### src/rtl/muldiv_pkg.sv
// Shared types and constants for the RV32M multiply/divide unit.
// No logic of its own; imported by the unit, its divider and the interface users.
// Operation encodings follow the funct3 field of the M-extension instructions.
package muldiv_pkg;

    typedef enum logic [2:0] {
        OP_MUL    = 3'b000,
        OP_MULH   = 3'b001,
        OP_MULHSU = 3'b010,
        OP_MULHU  = 3'b011,
        OP_DIV    = 3'b100,
        OP_DIVU   = 3'b101,
        OP_REM    = 3'b110,
        OP_REMU   = 3'b111
    } muldiv_op_e;

    typedef enum logic [1:0] {
        ST_IDLE,
        ST_MUL,
        ST_DIV,
        ST_DONE
    } muldiv_state_e;

    localparam int          MULDIV_ITER = 32;
    localparam logic [31:0] DIV0_QUOT   = 32'hFFFF_FFFF;
    localparam logic [31:0] OVF_QUOT    = 32'h8000_0000;

    // rs1 is treated as signed by MUL, MULH, MULHSU, DIV and REM
    function automatic logic op_a_signed(muldiv_op_e op);
        return op inside {OP_MUL, OP_MULH, OP_MULHSU, OP_DIV, OP_REM};
    endfunction

    // rs2 is treated as signed by MUL, MULH, DIV and REM
    function automatic logic op_b_signed(muldiv_op_e op);
        return op inside {OP_MUL, OP_MULH, OP_DIV, OP_REM};
    endfunction

endpackage

### src/rtl/ex_muldiv_unit_if.sv
// EX-stage <-> multiply/divide unit signal bundle.
// master = pipeline side (drives operands, start, flush); slave = the unit.
// stall is the only backpressure: the pipeline holds the instruction in EX while it is high.
interface ex_muldiv_unit_if;
    logic        flush;
    logic        start;
    logic [2:0]  funct3;
    logic [31:0] op_a;
    logic [31:0] op_b;
    logic [4:0]  rd_in;
    logic        stall;
    logic        done;
    logic [31:0] result;
    logic [4:0]  rd_out;

    modport master (
        output flush, start, funct3, op_a, op_b, rd_in,
        input  stall, done, result, rd_out
    );

    modport slave (
        input  flush, start, funct3, op_a, op_b, rd_in,
        output stall, done, result, rd_out
    );
endinterface

### src/rtl/div_core_iter.sv
// Restoring divider datapath on unsigned magnitudes, one quotient bit per enabled cycle.
// Latency: W enabled cycles after load; quo_nxt/rem_nxt expose the value the next step will store.
// No backpressure: the controlling FSM decides when to load and step.
module div_core_iter #(
    parameter int W = 32
) (
    input  logic         clk,
    input  logic         rst,
    input  logic         load,
    input  logic         en,
    input  logic [W-1:0] dividend,
    input  logic [W-1:0] divisor,
    output logic [W-1:0] quo_nxt,
    output logic [W-1:0] rem_nxt
);

    logic [W-1:0] quo_q;
    logic [W-1:0] rem_q;
    logic [W-1:0] dvsr_q;
    logic [W:0]   trial;

    // Shift the next dividend bit into the partial remainder and try subtracting the divisor
    assign trial = {rem_q, quo_q[W-1]} - {1'b0, dvsr_q};

    // Keep the difference when it did not borrow, otherwise restore the shifted remainder
    always_comb begin
        rem_nxt = {rem_q[W-2:0], quo_q[W-1]};
        quo_nxt = {quo_q[W-2:0], 1'b0};
        if (!trial[W]) begin
            rem_nxt = trial[W-1:0];
            quo_nxt = {quo_q[W-2:0], 1'b1};
        end
    end

    // Load operands on accept, then advance one step per enabled cycle
    always_ff @(posedge clk or posedge rst) begin
        if (rst) begin
            quo_q  <= '0;
            rem_q  <= '0;
            dvsr_q <= '0;
        end else if (load) begin
            quo_q  <= dividend;
            rem_q  <= '0;
            dvsr_q <= divisor;
        end else if (en) begin
            quo_q  <= quo_nxt;
            rem_q  <= rem_nxt;
        end
    end

endmodule

### src/rtl/ex_muldiv_unit.sv
// Iterative RV32M multiply/divide unit in EX; MULDIV_FAST_MUL_EN selects a single-cycle multiplier.
// Latency: 33 stall cycles then done (iterative mul/div), 1 stall cycle for fast mul and div-by-zero/overflow.
// Backpressure: stall freezes IF/ID/EX until the DONE cycle; flush aborts and drops stall combinationally.
module ex_muldiv_unit
    import muldiv_pkg::*;
#(
    parameter int XLEN = 32
) (
    input  logic              clk,
    input  logic              rst,
    ex_muldiv_unit_if.slave   bus
);

    muldiv_state_e   state_q;
    muldiv_op_e      op_in;
    muldiv_op_e      op_q;
    logic [4:0]      cnt_q;
    logic [4:0]      rd_q;
    logic [4:0]      rd_out_q;
    logic            neg_q;
    logic [XLEN-1:0] result_q;

    logic            accept;
    logic            a_neg;
    logic            b_neg;
    logic            is_div;
    logic            is_rem_q;
    logic            div0;
    logic            ovf;
    logic            neg_in;
    logic            last_iter;
    logic [XLEN-1:0] a_mag;
    logic [XLEN-1:0] b_mag;
    logic [XLEN-1:0] special_res;
    logic [XLEN-1:0] quo_nxt;
    logic [XLEN-1:0] rem_nxt;
    logic [XLEN-1:0] div_raw;
    logic [XLEN-1:0] div_res;

    assign op_in     = muldiv_op_e'(bus.funct3);
    assign accept    = (state_q == ST_IDLE) && bus.start && !bus.flush;
    assign a_neg     = op_a_signed(op_in) && bus.op_a[XLEN-1];
    assign b_neg     = op_b_signed(op_in) && bus.op_b[XLEN-1];
    assign a_mag     = a_neg ? -bus.op_a : bus.op_a;
    assign b_mag     = b_neg ? -bus.op_b : bus.op_b;
    assign is_div    = op_in[2];
    assign div0      = (bus.op_b == '0);
    assign ovf       = is_div && op_a_signed(op_in) && (bus.op_a == OVF_QUOT) && (bus.op_b == DIV0_QUOT);
    assign last_iter = (cnt_q == 5'(MULDIV_ITER - 1));

    // Remainders follow the dividend sign; products and quotients negate when the signs differ
    assign neg_in      = (is_div && op_in[1]) ? a_neg : (a_neg ^ b_neg);
    assign special_res = op_in[1] ? (div0 ? bus.op_a : '0) : (div0 ? DIV0_QUOT : OVF_QUOT);

    assign is_rem_q = (op_q == OP_REM) || (op_q == OP_REMU);
    assign div_raw  = is_rem_q ? rem_nxt : quo_nxt;
    assign div_res  = neg_q ? -div_raw : div_raw;

    div_core_iter #(.W(XLEN)) u_div (
        .clk      (clk),
        .rst      (rst),
        .load     (accept && is_div && !div0 && !ovf),
        .en       ((state_q == ST_DIV) && !bus.flush),
        .dividend (a_mag),
        .divisor  (b_mag),
        .quo_nxt  (quo_nxt),
        .rem_nxt  (rem_nxt)
    );

`ifdef MULDIV_FAST_MUL_EN
    logic signed [XLEN:0]     fa;
    logic signed [XLEN:0]     fb;
    logic signed [2*XLEN-1:0] fast_prod;
    logic [XLEN-1:0]          fast_res;

    // 33-bit operands carry the per-op sign extension so one signed product covers all four ops
    assign fa        = {op_a_signed(op_in) & bus.op_a[XLEN-1], bus.op_a};
    assign fb        = {op_b_signed(op_in) & bus.op_b[XLEN-1], bus.op_b};
    assign fast_prod = fa * fb;
    assign fast_res  = (op_in == OP_MUL) ? fast_prod[XLEN-1:0] : fast_prod[2*XLEN-1:XLEN];
`else
    logic [XLEN-1:0]   a_mag_q;
    logic [2*XLEN-1:0] prod_q;
    logic [2*XLEN-1:0] prod_nxt;
    logic [2*XLEN-1:0] prod_fix;
    logic [XLEN:0]     mul_sum;
    logic [XLEN-1:0]   mul_res;

    // Multiplier sits in the low half; each step adds the multiplicand to the high half and shifts right
    assign mul_sum  = {1'b0, prod_q[2*XLEN-1:XLEN]} + (prod_q[0] ? {1'b0, a_mag_q} : '0);
    assign prod_nxt = {mul_sum, prod_q[XLEN-1:1]};
    assign prod_fix = neg_q ? -prod_nxt : prod_nxt;
    assign mul_res  = (op_q == OP_MUL) ? prod_fix[XLEN-1:0] : prod_fix[2*XLEN-1:XLEN];
`endif

    // Control FSM and registered result/rd; flush returns to IDLE without touching the outputs
    always_ff @(posedge clk or posedge rst) begin
        if (rst) begin
            state_q  <= ST_IDLE;
            op_q     <= OP_MUL;
            cnt_q    <= '0;
            rd_q     <= '0;
            rd_out_q <= '0;
            neg_q    <= 1'b0;
            result_q <= '0;
`ifndef MULDIV_FAST_MUL_EN
            a_mag_q  <= '0;
            prod_q   <= '0;
`endif
        end else if (bus.flush) begin
            state_q <= ST_IDLE;
            cnt_q   <= '0;
        end else begin
            case (state_q)
                ST_IDLE: begin
                    if (bus.start) begin
                        op_q  <= op_in;
                        rd_q  <= bus.rd_in;
                        neg_q <= neg_in;
                        cnt_q <= '0;
                        if (!is_div) begin
`ifdef MULDIV_FAST_MUL_EN
                            result_q <= fast_res;
                            rd_out_q <= bus.rd_in;
                            state_q  <= ST_DONE;
`else
                            a_mag_q  <= a_mag;
                            prod_q   <= {{XLEN{1'b0}}, b_mag};
                            state_q  <= ST_MUL;
`endif
                        end else if (div0 || ovf) begin
                            result_q <= special_res;
                            rd_out_q <= bus.rd_in;
                            state_q  <= ST_DONE;
                        end else begin
                            state_q  <= ST_DIV;
                        end
                    end
                end
`ifndef MULDIV_FAST_MUL_EN
                ST_MUL: begin
                    prod_q <= prod_nxt;
                    cnt_q  <= cnt_q + 5'd1;
                    if (last_iter) begin
                        result_q <= mul_res;
                        rd_out_q <= rd_q;
                        state_q  <= ST_DONE;
                    end
                end
`endif
                ST_DIV: begin
                    cnt_q <= cnt_q + 5'd1;
                    if (last_iter) begin
                        result_q <= div_res;
                        rd_out_q <= rd_q;
                        state_q  <= ST_DONE;
                    end
                end
                ST_DONE: state_q <= ST_IDLE;
                default: state_q <= ST_IDLE;
            endcase
        end
    end

    assign bus.stall  = accept || (((state_q == ST_MUL) || (state_q == ST_DIV)) && !bus.flush);
    assign bus.done   = (state_q == ST_DONE) && !bus.flush;
    assign bus.result = result_q;
    assign bus.rd_out = rd_out_q;

endmodule

### src/flat_wrapper.sv
// flat-port wrapper written by rule: the top's interface ports become plain ports
module ex_muldiv_unit_flat import muldiv_pkg::*;
#(
    parameter int XLEN = 32
)
  (clk, rst, bus_flush, bus_start, bus_funct3, bus_op_a, bus_op_b, bus_rd_in, bus_stall, bus_done, bus_result, bus_rd_out);
  ex_muldiv_unit_if bus_i ();
  input  logic clk;
  input  logic rst;
  input wire logic [$bits(bus_i.flush)-1:0] bus_flush;
  input wire logic [$bits(bus_i.start)-1:0] bus_start;
  input wire logic [$bits(bus_i.funct3)-1:0] bus_funct3;
  input wire logic [$bits(bus_i.op_a)-1:0] bus_op_a;
  input wire logic [$bits(bus_i.op_b)-1:0] bus_op_b;
  input wire logic [$bits(bus_i.rd_in)-1:0] bus_rd_in;
  output wire logic [$bits(bus_i.stall)-1:0] bus_stall;
  output wire logic [$bits(bus_i.done)-1:0] bus_done;
  output wire logic [$bits(bus_i.result)-1:0] bus_result;
  output wire logic [$bits(bus_i.rd_out)-1:0] bus_rd_out;
  assign bus_i.flush = bus_flush;
  assign bus_i.start = bus_start;
  assign bus_i.funct3 = bus_funct3;
  assign bus_i.op_a = bus_op_a;
  assign bus_i.op_b = bus_op_b;
  assign bus_i.rd_in = bus_rd_in;
  assign bus_stall = bus_i.stall;
  assign bus_done = bus_i.done;
  assign bus_result = bus_i.result;
  assign bus_rd_out = bus_i.rd_out;
  ex_muldiv_unit #(.XLEN(XLEN)) u_core (.clk(clk), .rst(rst), .bus(bus_i));
endmodule
### config.mk
export PLATFORM = sky130hd
export DESIGN_NAME = ex_muldiv_unit_flat
export DESIGN_NICKNAME = d
export VERILOG_FILES = /design/src/rtl/muldiv_pkg.sv /design/src/rtl/ex_muldiv_unit_if.sv /design/src/rtl/div_core_iter.sv /design/src/rtl/ex_muldiv_unit.sv /design/src/flat_wrapper.sv
export SDC_FILE = /design/constraint.sdc
export NUM_CORES = 1
export LEC_CHECK = 0
export BUFFER_PORTS_ARGS = -buffer_cell sky130_fd_sc_hd__buf_2
export CORE_MARGIN = 5
export CORE_UTILIZATION = 47
export CTS_CLUSTER_SIZE = 10
export DETAILED_ROUTE_END_ITERATION = 8
export PLACE_DENSITY = 0.63
export SLEW_MARGIN = 0
export SYNTH_ARGS = -nofsm -noshare
export SYNTH_HDL_FRONTEND = slang
export SYNTH_HIERARCHICAL = 1
export SYNTH_SLANG_ARGS = --single-unit
### constraint.sdc
create_clock -name clk -period 6.5 [get_ports clk]
set_input_delay 1.3 -clock clk [delete_from_list [all_inputs] [get_ports clk]]
set_output_delay 1.3 -clock clk [all_outputs]
set_load 0.05 [all_outputs]
==> results.toml, run 1 <==
[critical_path]
nature_of_the_critical_path_endpoint = "flip-flop"
reg2reg_from = "u_core/u_div/quo_q[31]"
crit_top_cell = "a211oi_4"
critical_path_required_ps = 6990
criticalPathCategory = "reg -> reg"
crit_path_end = "u_core/bus.result[29]"
cp_cell_sequence = "inv_1 > ha_1 > fa_1 > nor2b_1 > o211ai_1 > a21oi_2 > a211oi_4 > a221oi_4 > a211oi_4 > xor2_4 > inv_4 > mux2_4 > nor4bb_1 > o221ai_1 > nor4_1 > nand4_1 > or3_1 > o21ai_1 > xor2_1 > a21oi_1 > o31ai_2 > and4b_1 > nor3_1"
worst_ep_arrival_time_ps = 6580
cp_max_fo = 6
timing.reg2reg.setup_slack_ps = 410
critical_path.slowest_cell = "or3_1"
timing.critical_path.slowest_cell_delay_ps = 560
worstReg2RegEnd = "u_core/bus.result[29]"
worst-r2r-cell-count = 23
timing.critical_path.from_type = "flip-flop"
crit_start = "u_core/u_div/quo_q[31]"

[timing]
maxClockFrequency_mhz = 164
min_period_ps = 6090
relSlewSlack_pct = 29.1
worstMarginPinSlew_ps = 1060
totalNegativeSetupSlack_ps = 0
slew_violations = 0
clk_skew_ps = 12.6
timing_hold_violations_final = 0
setup_repair_after_global_routing_missed_its_margin = "no"
finalCritPeriodShare_pct = 93.7
setup_viol = 0

[grt]
largest_net_degree_at_the_start_of_global_routing = 101
grt_antenna_before_repair = 2
groute.layer.met3.usage_pct = 5.07
total_track_usage_pct = 29.8
first_global_vias = 18600
grt_pass1_wl_um = 111000
global_route.usage.met2_pct = 48.2
globalRoute.totalOverflow = 0
global_route.usage.met1_pct = 41.6
grt-busiest-layer = "met2"

[die]
start_util_pct = 47.8
placeableCoreArea_um2 = 42100
chipHeight_um = 217
top_level_ports = 115
std_cell_rows = 75
fp.dieArea_um2 = 47100
die_x_um = 217

[routing]
via_per_inst = 6.32
detail_route.wirelength_um = 72000
number_of_vias_after_detailed_routing = 19100
wl_per_cell_um = 23.9
initialDrtViolationCount = 2161
drt.antenna.violating_nets = 0
drt-pass1-iter-count = 6
detail_route.drc_violations = 0

[logic_synthesis]
share_of_the_synthesized_area_in_compound_gates_ao_oa_aoi_oai_pct = 23.2
netlist_top_cells_area = "dfrtp_1 (30%), o21ai_0 (6.1%), nand2_1 (5.8%)"
share_of_async_settable_or_async_resettable_flops_after_synthesis_pct = 100
netlist_instances = 2460
main_combinational_cell_family_by_area_after_synthesis = "compound AO/OA/AOI/OAI gates"
synth-main-ff-cell = "dfrtp_1"
sequential_element_share_of_the_synthesized_area_pct = 30.4
post_synth_fa_ha_maj_area_fraction_pct = 4.92
post_synth_xor_area_fraction_pct = 8.19
synth_fp_nets = 2614
most_used_standard_cell_by_instance_count_after_synthesis = "nand2_1"
yosys.area.top_type = "dfrtp_1"
yosysUniqueCellTypes = 93
muxShareOfSynthArea_pct = 8.83
synth.cell_area_um2 = 20100
ys_seq_elements = 245
post-synth-top-area-fraction_pct = 30.4
synth-simple-area-share_pct = 18.9
most_frequent_cells_after_synthesis = "nand2_1 (310), o21ai_0 (247), dfrtp_1 (245), nor2_1 (182), a21oi_1 (161)"
synthesis.yosys.warnings = 6
number_of_synthesized_flops_with_an_enable_pin = 0
syn_avg_cell_area_um2 = 8.19

[clocking]
clock_latency_ps = 580
clk_root_buffer_cell = "clkbuf_16"
clock_path_buffers = 3
cts_repair_resized_insts = 0
tritoncts.num_buffers = 31
cts.repair_timing.setup_buffer_count = 0
h-tree-depth = 1
cts-hold-fix-buffers = 0
tritoncts = "built"
clk_pin_slew_worst_paths_ps = 60
cts.sink_count = 245

[pwr]
ir_drop_v = 0.000384
power.leakage_nw = 9.53
cellPowerDensity_nw_per_um2 = 581

[placement]
place.gp.congestion = 0.959
portBuffers = 114
dp_hpwl_um = 55500
place.detailed.instances = 2963

[layout]
finish.utilization_pct = 51.7
stdcell_count = 3016
final_nets = 2611
synthToLayoutAreaGrowth_pct = 8.09
drive_above_1_share_pct = 11.9

[run_status]
run_status = "complete, no violations"

[min_path]
holdCritPathClass = "reg -> reg"

[run]
timing.max_cap.violations = 0
-- per-layer routing --
layer / routed length (um) / part of all wire [%] / up-vias
met5: 14 / 0.019 / -
met4: 2210 / 3.1 / 2
met3: 5980 / 8.3 / 126
met2: 33000 / 46 / 781
met1: 30700 / 43 / 9319
li1: - / - / 8839
-- cell usage in the layout (no fill, tap or decap), types with 14 or more instances in the layout --
cell type,instances
a21oi_1,160
buf_4,29
o21a_1,34
ha_1,76
mux2_4,17
o31ai_1,30
o21ai_1,20
a211oi_1,35
buf_2,114
nand3_1,31
nor2_1,178
inv_1,67
nand4_1,29
xnor2_1,107
nor2b_1,16
o21ai_0,246
clkbuf_16,31
mux2_2,41
a31oi_1,19
and2_1,44
a22o_1,18
or3_1,20
o211ai_1,33
o221ai_1,14
nor3_1,47
xor2_1,72
dfrtp_1,244
or4_1,14
nand2_1,309
mux2i_1,105
and3_1,17
a21o_1,30
nor4_1,23
-- worst min-delay path by stage --
stage                      endpoint  slack, ps  depth (start not counted)            startpoint
2_1_floorplan        u_core/rd_q[0]        450                          2        u_core/rd_q[0]
3_3_place_gp   u_core/bus.result[4]        460                          2  u_core/bus.result[4]
3_5_place_dp         u_core/rd_q[3]        460                          2        u_core/rd_q[3]
4_1_cts        u_core/bus.result[8]        480                          2  u_core/bus.result[8]
5_1_grt              u_core/rd_q[3]        500                          2        u_core/rd_q[3]
6_report       u_core/bus.result[8]        470                          2  u_core/bus.result[8]
-- state kept, by name, summed over array words and instances, names as in the netlist --
signal / cells
u_core/neg_q: 1
u_core/u_div/rem_q: 32
u_core/a_mag_q: 32
u_core/op_q: 3
u_core/u_div/quo_q: 32
u_core/u_div/dvsr_q: 32
u_core/bus.result: 32
u_core/cnt_q: 5
u_core/state_q: 2
u_core/bus.rd_out: 5
u_core/prod_q: 64
u_core/rd_q: 5
-- per-stage QoR --
stage,total power [W],worst slack [ps],area [um2],hold slack (ps)
2_1_floorplan,0.00868,815,20100,445
3_3_place_gp,0.0108,310,20900,456
3_5_place_dp,0.0109,272,20900,464
4_1_cts,0.0126,208,21800,477
5_1_grt,0.0135,2.93,21800,499
6_report,0.0127,411,21800,470
-- worst max-delay path, delay by kind of cell (launching register included) --
family                   cells  cell delay (ps)
flip-flops                   1              370
adder cells (fa/ha/maj)      2              620
XOR/XNOR                     2              370
AND/OR/NAND/NOR              7             2140
multiplexers                 1              330
AO/OA/AOI/OAI                9             2020
buffers and inverters        2              140
-- report_power, final --
group | leakage (nW) | internal (W) | total [W] | switching (W)
Clock | 0.445 | 0.000913 | 0.00159 | 0.000681
Combinational | 5.96 | 0.00301 | 0.00822 | 0.00521
Sequential | 3.13 | 0.00215 | 0.00284 | 0.000680
Total | 9.53 | 0.00608 | 0.0127 | 0.00657
-- cell type report --
| type | count | area [um2] |
|---|---|---|
| diodes | 1 | 2.50 |
| clock buffers | 47 | 876 |
| clock inverters | 5 | 25.0 |
| fillers | 4067 | 20400 |
| inverters | 73 | 284 |
| multi-input cells | 1961 | 12900 |
| flip-flops and latches | 245 | 6130 |
| well taps | 539 | 674 |
| repair buffers | 145 | 828 |
-- kinds of logic (layout without fill, tap and decap cells) --
kind of cell               after synthesis  in the layout
adders and majority gates               78             78
buffers and inverters                  254            270
muxes                                  164            164
and+or+nand+nor                        797            797
xor gates and xnor gates               182            182
AOI/OAI and AO/OA                      740            740
DFF                                    245            245
other                                    0              1
Note: power is estimated with default switching activity, not from simulation.
==> inputs of run 2 (changes only) <==
- CORE_UTILIZATION: 47 -> 52
- MAX_ROUTING_LAYER: unset -> met4
- PLACE_DENSITY: 0.63 -> 0.69
==> run 2 against run 1 <==
Compared with the run above:
- routed wire length decreased by 1.7%
- total power is 0.80% higher
- final cell count is 0.66% lower
- non-clock buffer count increased by 2
- highest routed layer is now met4
- maximum frequency decreased by 1.1%
- worst hold slack better by 2.7 ps
- critical path type unchanged
- sequential cell count unchanged
- largest cell class unchanged
==> results.toml, run 2 (same netlist as run 1, synthesis figures left out) <==
[routing]
via_per_inst = 6.45
detail_route.drc_violations = 0
drt.antenna.violating_nets = 0
number_of_vias_after_detailed_routing = 19300
wl_per_cell_um = 23.6
initialDrtViolationCount = 2096
detail_route.wirelength_um = 70800
drt-pass1-iter-count = 6

[timing]
setup_viol = 0
clk_skew_ps = 15.1
relSlewSlack_pct = 20.4
slew_violations = 0
timing_hold_violations_final = 0
maxClockFrequency_mhz = 162
worstMarginPinSlew_ps = 1190
min_period_ps = 6150
finalCritPeriodShare_pct = 94.7
setup_repair_after_global_routing_missed_its_margin = "no"
totalNegativeSetupSlack_ps = 0

[clocking]
cts.sink_count = 245
tritoncts.num_buffers = 31
tritoncts = "built"
clk_pin_slew_worst_paths_ps = 60
clk_root_buffer_cell = "clkbuf_16"
clock_path_buffers = 3
h-tree-depth = 1
cts.repair_timing.setup_buffer_count = 0
cts-hold-fix-buffers = 0
clock_latency_ps = 590

[run_status]
run_status = "complete, no violations"

[layout]
synthToLayoutAreaGrowth_pct = 8.27
most_frequent_standard_cell_in_the_layout_excluding_fill_and_tap_cells = "nand2_1"
finish.utilization_pct = 56.7
mostFrequentLayoutCells = "nand2_1 (309), o21ai_0 (247), dfrtp_1 (244)"
final_nets = 2613
drive_above_1_share_pct = 12.0
stdcell_count = 2996
fill_cell_total_of_the_finished_layout = 3567
most_flop_heavy_register = "u_core/prod_q"
max_reg_flops = 64

[placement]
place.gp.congestion = 1.03
dp_hpwl_um = 54100
place.detailed.instances = 2944
portBuffers = 114

[pwr]
cellPowerDensity_nw_per_um2 = 585
power.leakage_nw = 9.57
ir_drop_v = 0.000355
power_w = 0.0128

[critical_path]
nature_of_the_critical_path_endpoint = "flip-flop"
worst_ep_arrival_time_ps = 6650
critical_path_required_ps = 6990
criticalPathCategory = "reg -> reg"
timing.critical_path.from_type = "flip-flop"
cp_max_fo = 36

[grt]
grt_antenna_before_repair = 3
largest_net_degree_at_the_start_of_global_routing = 94
grt_pass1_wl_um = 109000
first_global_vias = 18200
globalRoute.totalOverflow = 0
total_track_usage_pct = 33.5

[die]
top_level_ports = 115
placeableCoreArea_um2 = 38500
fp.dieArea_um2 = 42800
die_x_um = 207
std_cell_rows = 72
chipHeight_um = 207
start_util_pct = 52.4

[min_path]
holdCritPathClass = "reg -> reg"

[run]
timing.max_cap.violations = 0
## run 2: cell type report
type,count,area (um2),share of cell area [%]
clock inverter,6,83.8,0.384
timing repair buffer,147,831,3.81
antenna,2,5.00,0.0230
sequential,245,6130,28.1
tap,518,648,2.97
multi-input combinational,1961,12900,59.3
clock buffer,44,885,4.06
inverter,73,284,1.30
## run 2: repair_timing
action                                  CTS  global route
hold endpoints to repair                  0             0
resized for setup                         0             1
endpoints found under the setup margin    0             4
## run 2: report_power, final
group	switching [W]	internal, W	leakage (nW)
sequential	0.000697	0.00215	3.13
combinational	0.00520	0.00300	5.96
clock	0.000687	0.00101	0.478
total	0.00659	0.00617	9.57
## run 2: worst paths after layout
check,startpoint,endpoint,slack [ps],cells past startpoint
max,u_core/u_div/quo_q[31],u_core/bus.result[26],350,26
min reg2reg,u_core/bus.result[7],u_core/bus.result[7],470,2
min,u_core/bus.result[7],u_core/bus.result[7],470,2
max in group asynchronous,rst,u_core/neg_q,4280,3
max reg2reg,u_core/u_div/quo_q[31],u_core/bus.result[26],350,26
min in group asynchronous,rst,u_core/u_div/dvsr_q[26],850,2
## run 2: worst max-delay path, cell delays in order, from the launching register on
cell and delay (ps):
dfrtp_1 370, inv_1 50, ha_1 220, fa_1 440
nor2b_1 170, o211ai_1 130, a21oi_2 240, a211oi_4 130
a221oi_4 410, a211oi_4 140, xor2_4 190, inv_4 60
buf_12 190, nand2b_1 110, nand2_1 80, nand3_1 100
a21boi_0 300, ha_1 270, o221ai_1 250, nor4_1 470
nand2_1 190, or2_2 370, o41ai_1 460, xnor2_1 170
o21ai_0 270, o211ai_1 160, o311ai_1 110
## run 2: routing by layer
metal  vias to the layer above  GRT usage [%]  wire (um)
met3                       151           4.55       5490
met5                         -              -          0
li1                       8833              -          -
met2                       908           51.8      32300
met1                      9440           46.6      30700
met4                         0           9.11       2340
## run 2: per-stage QoR
| stage | area, um2 | setup WS, ps | hold slack, ps |
|---|---|---|---|
| 2_1_floorplan | 20100 | 815 | 445 |
| 3_3_place_gp | 20800 | 523 | 457 |
| 3_5_place_dp | 20800 | 377 | 466 |
| 4_1_cts | 21800 | 313 | 479 |
| 5_1_grt | 21800 | 29.8 | 492 |
| 6_report | 21800 | 346 | 473 |
==> inputs of run 3 (changes only) <==
- CELL_PAD_IN_SITES_DETAIL_PLACEMENT: unset -> 0
- CELL_PAD_IN_SITES_GLOBAL_PLACEMENT: unset -> 1
- CORE_UTILIZATION: 52 -> 48
- PLACE_DENSITY: 0.69 -> 0.81
==> run 3 against run 2 <==
Compared with the run above:
- setup slack gained 61 ps
- clock power shrank 8%
- register-to-register slack gained 60 ps
- first-iteration DRC count shrank 3.0%
- combinational power is essentially flat
- worst hold slack gained 1.1 ps
- final cell count grew 0.67%
- critical endpoint is now u_core/bus.result[30]
- largest power group unchanged
==> results.toml, run 3 (same netlist as run 1, synthesis figures left out) <==
[run_status]
run_status = "complete, no violations"

[routing]
drt.antenna.violating_nets = 0
drt-pass1-iter-count = 6
wl_per_cell_um = 24.8
initialDrtViolationCount = 2033
via_per_inst = 6.32
number_of_vias_after_detailed_routing = 19000
detail_route.drc_violations = 0
detail_route.wirelength_um = 74800

[timing]
worstMarginPinSlew_ps = 1070
totalNegativeSetupSlack_ps = 0
min_period_ps = 6090
timing.final.ws_setup_ps = 407
setup_repair_after_global_routing_missed_its_margin = "no"
slew_violations = 0
relSlewSlack_pct = 28.4
finalCritPeriodShare_pct = 93.7
clk_skew_ps = 22.1
setup_viol = 0
maxClockFrequency_mhz = 164
timing_hold_violations_final = 0

[critical_path]
cp.buffers_inverters = 3
cp_cell_sequence = "inv_1 > ha_1 > fa_1 > nor2b_1 > o211ai_1 > a21oi_2 > a211oi_4 > a221oi_4 > a211oi_4 > xor2_4 > inv_4 > buf_6 > mux2_4 > nor4bb_1 > o221ai_1 > nor4_1 > nand2_1 > or2_2 > nand3b_1 > o21ai_0 > xnor2_1 > o211ai_1 > nor2_1 > a221oi_1"
timing.reg2reg.setup_slack_ps = 410
timing.critical_path.slowest_cell_delay_ps = 450
cp_max_fo = 25
critical_path_required_ps = 6960
worst_ep_arrival_time_ps = 6560
crit_start = "u_core/u_div/quo_q[31]"
cp_top_family = "compound AO/OA/AOI/OAI gates"
criticalPathCategory = "reg -> reg"
nature_of_the_critical_path_endpoint = "flip-flop"
timing.critical_path.from_type = "flip-flop"
critical_path.slowest_cell = "nor4_1"
reg2reg_from = "u_core/u_div/quo_q[31]"

[placement]
place.gp.congestion = 1.01
dp_worst_setup_slack_ps = 320
dp_hpwl_um = 57800
portBuffers = 114

[die]
placeableCoreArea_um2 = 41800
top_level_ports = 115
die_x_um = 215
start_util_pct = 48.2
fp.dieArea_um2 = 46200
chipHeight_um = 215
std_cell_rows = 75

[pwr]
power.leakage_nw = 9.54
ir_drop_v = 0.000355
cellPowerDensity_nw_per_um2 = 579

[grt]
grt_antenna_before_repair = 2
largest_net_degree_at_the_start_of_global_routing = 156
first_global_vias = 18000
grt_pass1_wl_um = 112000
globalRoute.totalOverflow = 0
total_track_usage_pct = 31.9

[clocking]
clk_root_buffer_cell = "clkbuf_16"
tritoncts.num_buffers = 30
clock_latency_ps = 580
cts.sink_count = 245
tritoncts = "built"
h-tree-depth = 1
clk_pin_slew_worst_paths_ps = 60
clock_path_buffers = 3

[min_path]
hold_path.startpoint = "u_core/bus.result[5]"
holdCritPathClass = "reg -> reg"

[layout]
most_flop_heavy_register = "u_core/prod_q"
mostFrequentLayoutCells = "nand2_1 (309), o21ai_0 (247), dfrtp_1 (244)"
most_frequent_standard_cell_in_the_layout_excluding_fill_and_tap_cells = "nand2_1"
final_nets = 2618
max_reg_flops = 64
finish.utilization_pct = 52.1
drive_above_1_share_pct = 12.0
synthToLayoutAreaGrowth_pct = 8.08

[run]
timing.max_cap.violations = 0
## run 3: cell types whose count changed in the layout (fill, tap and decap cells not counted)
cell       before  now
buf_4          32   37
clkinv_2        3    5
clkbuf_8        6    0
buf_6           0    1
diode_2         2    1
inv_6           2    1
bufinv_16       2    1
## run 3: path summary, 6_finish.rpt
path                                          end  cells after the start
setup / recovery            u_core/bus.result[30]                     24
hold / removal               u_core/bus.result[5]                      2
setup reg to reg            u_core/bus.result[30]                     24
hold reg to reg              u_core/bus.result[5]                      2
max in group asynchronous  u_core/u_div/rem_q[29]                      3
min in group asynchronous        u_core/prod_q[5]                      2
## run 3: power breakdown
| part | switching, W | total [W] | internal, W |
|---|---|---|---|
| combinational | 0.00519 | 0.00820 | 0.00301 |
| sequential | 0.000687 | 0.00284 | 0.00216 |
| clock | 0.000667 | 0.00156 | 0.000890 |
## run 3: cell type report
cell class                 instances  area [um2]
clock buffer                      38         802
antenna                            1        2.50
clock inverter                     6        55.1
tap                              539         674
fill                            4075       20000
sequential                       245        6130
timing repair buffer             153         880
inverter                          73         284
multi-input combinational       1961       12900
## run 3: stage by stage
step | std cells | power (W) | hold slack (ps) | cell area, um2
floorplan | 2460 | 0.00868 | 445 | 20100
global placement | 2971 | 0.0108 | 456 | 20900
detailed placement | 2971 | 0.0109 | 465 | 20900
CTS | 3015 | 0.0125 | 478 | 21800
global route | 3016 | 0.0134 | 494 | 21800
finish | 3016 | 0.0126 | 474 | 21800
## run 3: routing by layer
layer,vias up,global-route usage (%),routed length (um)
met3,127,4.62,5330
met4,0,6.81,1820
li1,8844,-,-
met1,9322,44.3,33400
met5,-,-,0
met2,754,50.1,34300
## run 3: worst min-delay path, stage by stage, from the launching register on
cell     delay [ps]
dfrtp_1         340
nand2_1          40
o21ai_0          60
## run 3: repair_timing
item / CTS / global route
setup buffers: 0 / 0
endpoints found under the setup margin: 0 / 4
hold buffers: 0 / 0
resized for setup: 0 / 2
